## src/rtl/sub32_serial.sv

```systemverilog
// sub32_serial: bit-serial unsigned subtractor, LSB first, with valid/ready handshakes
module sub32_serial #(
    parameter int nb_bits = 32
) (
    input  logic               clk_i,
    input  logic               rst_i,
    input  logic               valid_i,
    output logic               ready_o,
    input  logic [nb_bits-1:0] a_i,
    input  logic [nb_bits-1:0] b_i,
    output logic               valid_o,
    input  logic               ready_i,
    output logic [nb_bits:0]   diff_o,
    output logic               busy_o
);
    localparam int cw = $clog2(nb_bits);

    typedef enum logic [1:0] {IDLE, RUN, DONE} state_t;

    state_t             state_q, state_d;
    logic [nb_bits-1:0] a_q, a_d, b_q, b_d;
    logic [nb_bits:0]   diff_q, diff_d;
    logic [cw-1:0]      cnt_q, cnt_d;
    logic               borrow_q, borrow_d;
    logic               d_bit, borrow_nxt, last;

    // State register; reset aborts any operation immediately
    always_ff @(posedge clk_i or posedge rst_i) begin
        if (rst_i) begin
            state_q  <= IDLE;
            a_q      <= '0;
            b_q      <= '0;
            diff_q   <= '0;
            cnt_q    <= '0;
            borrow_q <= 1'b0;
        end else begin
            state_q  <= state_d;
            a_q      <= a_d;
            b_q      <= b_d;
            diff_q   <= diff_d;
            cnt_q    <= cnt_d;
            borrow_q <= borrow_d;
        end
    end

    // Next state: a_q shifts right while collecting difference bits at its MSB
    always_comb begin
        d_bit      = a_q[0] ^ b_q[0] ^ borrow_q;
        borrow_nxt = (~a_q[0] & b_q[0]) | (~(a_q[0] ^ b_q[0]) & borrow_q);
        last       = cnt_q == cw'(nb_bits - 1);
        state_d    = state_q;
        a_d        = a_q;
        b_d        = b_q;
        diff_d     = diff_q;
        cnt_d      = cnt_q;
        borrow_d   = borrow_q;
        case (state_q)
            IDLE: if (valid_i) begin
                state_d  = RUN;
                a_d      = a_i;
                b_d      = b_i;
                cnt_d    = '0;
                borrow_d = 1'b0;
            end
            RUN: begin
                a_d      = {d_bit, a_q[nb_bits-1:1]};
                b_d      = b_q >> 1;
                borrow_d = borrow_nxt;
                cnt_d    = last ? cnt_q : cnt_q + cw'(1);
                if (last) begin
                    state_d = DONE;
                    diff_d  = {borrow_nxt, d_bit, a_q[nb_bits-1:1]};
                end
            end
            DONE: state_d = ready_i ? IDLE : DONE;
            default: state_d = IDLE;
        endcase
    end

    assign ready_o = state_q == IDLE;
    assign valid_o = state_q == DONE;
    assign busy_o  = state_q == RUN;
    assign diff_o  = diff_q;
endmodule
```

## config.mk

```make
export PLATFORM = sky130hd
export DESIGN_NAME = sub32_serial
export DESIGN_NICKNAME = d
export VERILOG_FILES = /design/src/rtl/sub32_serial.sv
export SDC_FILE = /design/constraint.sdc
export NUM_CORES = 1
export LEC_CHECK = 0
export ABC_AREA = 1
export ABC_CLOCK_PERIOD_IN_PS = 5200
export CAP_MARGIN = 20
export CORE_MARGIN = 3
export CORE_UTILIZATION = 51
export CTS_BUF_LIST = sky130_fd_sc_hd__clkbuf_8 sky130_fd_sc_hd__clkbuf_16
export CTS_CLUSTER_DIAMETER = 60
export DETAILED_ROUTE_END_ITERATION = 8
export PLACE_DENSITY = 0.93
export REMOVE_ABC_BUFFERS = 1
export SLEW_MARGIN = 10
export SYNTH_ARGS = -nofsm -noshare
export SYNTH_HDL_FRONTEND = slang
export SYNTH_SLANG_ARGS = --single-unit
```

## constraint.sdc

```tcl
create_clock -name clk_i -period 5.2 [get_ports clk_i]
set_clock_uncertainty 0.05 [all_clocks]
set_input_delay 0.78 -clock clk_i [delete_from_list [all_inputs] [get_ports clk_i]]
set_output_delay 0.78 -clock clk_i [all_outputs]
set_load 0.02 [all_outputs]
```

# ---- Word-level counts from Yosys, hierarchy flattened
# Index checks and enable logic that the tools add are counted.
dict set report totals {
  output_inout_bits 36
  register_bits 105
}
dict set report classes {
  n_addsub 1
  reduce_logical 6
  muxes 13
  bitwise_logic 7
  eq_ne 6
}
# op n
set op_table {}
lappend op_table {{$pmux 32 s2} 2}
lappend op_table {{$mux 32} 2}
lappend op_table {{$mux 5} 2}
lappend op_table {{$pmux 5 s2} 1}
lappend op_table {{$mux 2} 3}
lappend op_table {{$pmux 2 s3} 1}
lappend op_table {{$reduce_and 2->1} 3}
lappend op_table {{$add 5x1->5 const B} 1}
lappend op_table {{$eq 5x5->1 const B} 1}
lappend op_table {{$ne 2x2->1 const B} 2}
lappend op_table {{$reduce_and 3->1} 1}
lappend op_table {{$and 1x1->1} 2}
lappend op_table {{$eq 2x1->1 const B} 1}
lappend op_table {{$eq 2x2->1 const B} 1}
lappend op_table {{$logic_not 2->1} 1}
lappend op_table {{$ne 2x1->1 const B} 1}
lappend op_table {{$not 1->1} 2}
lappend op_table {{$pmux 1 s2} 1}
lappend op_table {{$reduce_bool 2->1} 1}
lappend op_table {{$xor 1x1->1} 2}
lappend op_table {{$mux 1} 1}
lappend op_table {{$or 1x1->1} 1}

# ---- Longest topological paths before layout
dict set report depth {
  depth_word 5
  depth_mapped 10
  depth_no_buf 10
}

# ---- Worst setup path after synthesis
# No wires, ideal clock.
dict set report synth_timing {
  path_type {reg-to-output}
  start {reg state_q[0]}
  end {out valid_o}
  t_required_ns 4.370
  setup_slack_ns 3.649
  t_arrival_ns 0.721
  stages_incl_launch_ff 2
  cell_sequence {dfrtp_1 -> nor2_1}
}
dict set report synth_between {
  elab_chain_cells 1
}
# item line_no
set synth_rtl {}
lappend synth_rtl {{start: declaration} 20} ;# state_t state_q, state_d;
lappend synth_rtl {{start signal: assignment} 37} ;# state_q <= state_d;
lappend synth_rtl {{$eq 2x2->1} 81} ;# assign valid_o = state_q == DONE;
lappend synth_rtl {{end: declaration} 11} ;# output logic valid_o,
# No other way between the ends.

# ---- Final worst setup path
dict set report layout_timing {
  start {reg state_q[1]}
  end {out busy_o}
}
dict set report layout_between {
  elab_chain_cells 1
}
# item line_no
set layout_rtl {}
lappend layout_rtl {{$eq 2x1->1} 82} ;# assign busy_o = state_q == RUN;
lappend layout_rtl {{end: declaration} 14} ;# output logic busy_o
# No other way between the ends.

==> summary.md <==
| Metric | Value |
|---|---|
| Cts bufs inserted | 9 |
| Area of the core | 8850 um^2 |
| Hold WS | 0.442 ns |
| Fmax | 320 MHz |
| Avg Cell Area, Syn | 8.32 um^2 |
| Kind of critical path | flip-flop to output port |
| Drt wl/cell | 13.2 um |
| Largest net degree at the start of global routing | 131 |
| First-pass GRT wire length | 16600 um |
| CTS tree | done |
| Resized Gates After CTS | 0 |
| Clock Latency Late Sink | 0.35 ns |
| DRT Pass-1 Iters | 5 |
| Hold depth | 2 |
| Setup TNS | 0 ns |
| Post-layout net count | 720 |
| Fin cells | 762 |
| Met3 Wirelength | 564 um |
| # clock sinks | 105 |
| Hold Crit Class | flip-flop to flip-flop |
| Endpoint type of the worst setup path | output port |
| Cell Pwr Density | 573 nW/um^2 |
| Total Wirelength | 10000 um |
| GRT Total Usage | 19.8% |
| Clock Pin Slew Worst Setup and Hold Paths | 0.10 ns |
| Worst Setup Slack, final | 2.08 ns |
| Die W | 102 um |
| Outcome | finished, final reports clean |
| Final GP Congestion | 0.779 |
| Initial DRC count | 178 |
| Maximum vdd drop | 338 uV |
| Setup bufs post-CTS | 0 |
| Antenna violations before repair | 0 |
| Utilization after layout | 67.2% |
| CP Launch Type | flip-flop |
| DIE AREA | 10400 um^2 |
| Top sig layer | met4 |
| Worst slew pin tran | 0.856 ns |
| Final Cycle Share | 60.0% |
| Cell Rows | 34 |
| Hold bufs inserted after CTS | 0 |
| Synth Cell Area | 4700 um^2 |
| I/O Buffers | 103 |
| Most common cell after layout, fill and taps aside | nand2_1 |
| Ys Warns | 0 |
| Worst EP arrival | 2.29 ns |
| Overflow after GRT | 0 |
| Critical register-to-register path endpoint | diff_o[23]$_DFFE_PP0P_ |
| Max FO, Critical Path | 75 |
| Die extent in y | 102 um |
| Mapped Cells | 565 |
| Most frequent cells in the layout | nand2_1, o21ai_0, dfrtp_1 |
| Fraction of final layout cells sized beyond drive strength 1 | 4.13% |
| # diodes | 0 |
| Worst reg2reg path depth | 7 |
| Cell leakage power | 0.00268 uW |
| Final Hold Fails | 0 |
| Post-layout min period | 3.12 ns |
| Detail Route Antenna Nets | 0 |
| Yosys reg bits | 105 |
| Required time worst endpoint | 4.37 ns |
| RSZ-0062 raised after global routing | no |
| Vias per cell | 5.10 |
| R2r setup slk | 3.01 ns |
| DP HPWL | 6660 um |
| Hold Path End | diff_o[9]$_DFFE_PP0P_ |
| Vias in the first global route | 3808 |
| Fillers | 765 |
| H-Tree Level Count | 3 |
| Reg2Reg Launch Point | state_q[0]$_DFFE_PP0P_ |
| Post-route DRC | 0 |
| HP Start | diff_o[9]$_DFFE_PP0P_ |
| Placed Cells | 743 |
| Slew HR | 42.9% |
| Final Setup Violations | 0 |
| Sequential fraction of the synthesis area | 55.9% |
| WL met1 | 4270 um |
| Met2 wire len | 5060 um |
| Vias after detailed routing | 3885 |
| Slew Viols, Final | 0 |
| Maxcap violations | 0 |
| Area delta synth->final | 26.4% |
| Library cells used by synthesis | 21 |
| Initial Util | 53.1% |
| IO Count | 104 |
| CTS root buf | clkbuf_8 |
| DP Worst Slack | 2.29 ns |
| Longest Clk Path Bufs | 2 |
[worst max-delay path, stage by stage (launching register included)]
cell and delay (ns):
dfrtp_1 0.40, inv_1 0.16, nand2_4 0.32, buf_12 0.32
inv_2 0.12, clkdlybuf4s50_1 0.61
[state kept, by name, summed over array words and instances (netlist names)]
name / count
cnt_q: 5
b_q: 32
diff_o: 33
a_q: 32
state_q: 2
borrow_q: 1
[through the flow]
step                area, um^2  power (uW)
floorplan                 4490        2340
global route              5940        3730
detailed placement        5680        2890
global placement          5680        2770
finish                    5940        3410
CTS                       5880        3400
[cell type report]
cell class	count	area, um^2	share of cell area (%)
inverter	72	273	4.59
sequential	105	2630	44.2
timing repair buffer	107	1100	18.5
clock buffer	10	138	2.32
clock inverter	6	66.3	1.12
tap	108	135	2.27
multi-input combinational	354	1600	27.0
[cell usage after synthesis (all sizes together)]
master	count	area, um^2
buf	21	156
clkbuf	13	53.8
dfrtp	105	2630
fa	1	20.0
ha	2	25.0
inv	72	270
nand2	177	669
nand3	5	25.0
nand4	2	12.5
nor2	3	13.8
o21ai	161	806
o22ai	1	6.26
o31ai	1	7.51
or2	1	6.26
[power by group]
part	switching, uW	internal, uW
Sequential	144	1170
Clock	274	237
Combinational	973	607
Total	1390	2010
[cells by family after synthesis]
kind of cell / share of synthesized area (%)
compound gates: 17.4
fa+ha+maj: 0.958
buf+inv: 10.2
flops: 55.9
simple gates: 15.5
[worst max-delay path by stage]
stage / depth (start not counted) / startpoint / endpoint / slack [ns]
after floorplan: 1 / rst_i / a_q[0]$_DFFE_PP0P_ / 1.61
after global placement: 4 / state_q[1]$_DFFE_PP0P_ / busy_o / 2.37
after detailed placement: 4 / state_q[1]$_DFFE_PP0P_ / busy_o / 2.29
after CTS: 4 / state_q[1]$_DFFE_PP0P_ / busy_o / 1.88
after global routing: 5 / state_q[1]$_DFFE_PP0P_ / busy_o / 1.92
final: 5 / state_q[1]$_DFFE_PP0P_ / busy_o / 2.08
[per-layer routing]
metal  GRT usage [%]  vias up
li1                -     1943
met1            24.2     1802
met2            36.1      125
met3            3.07       15
met4            5.85        0
met5               0        -
No activity file was read; power rests on OpenSTA's default activity.
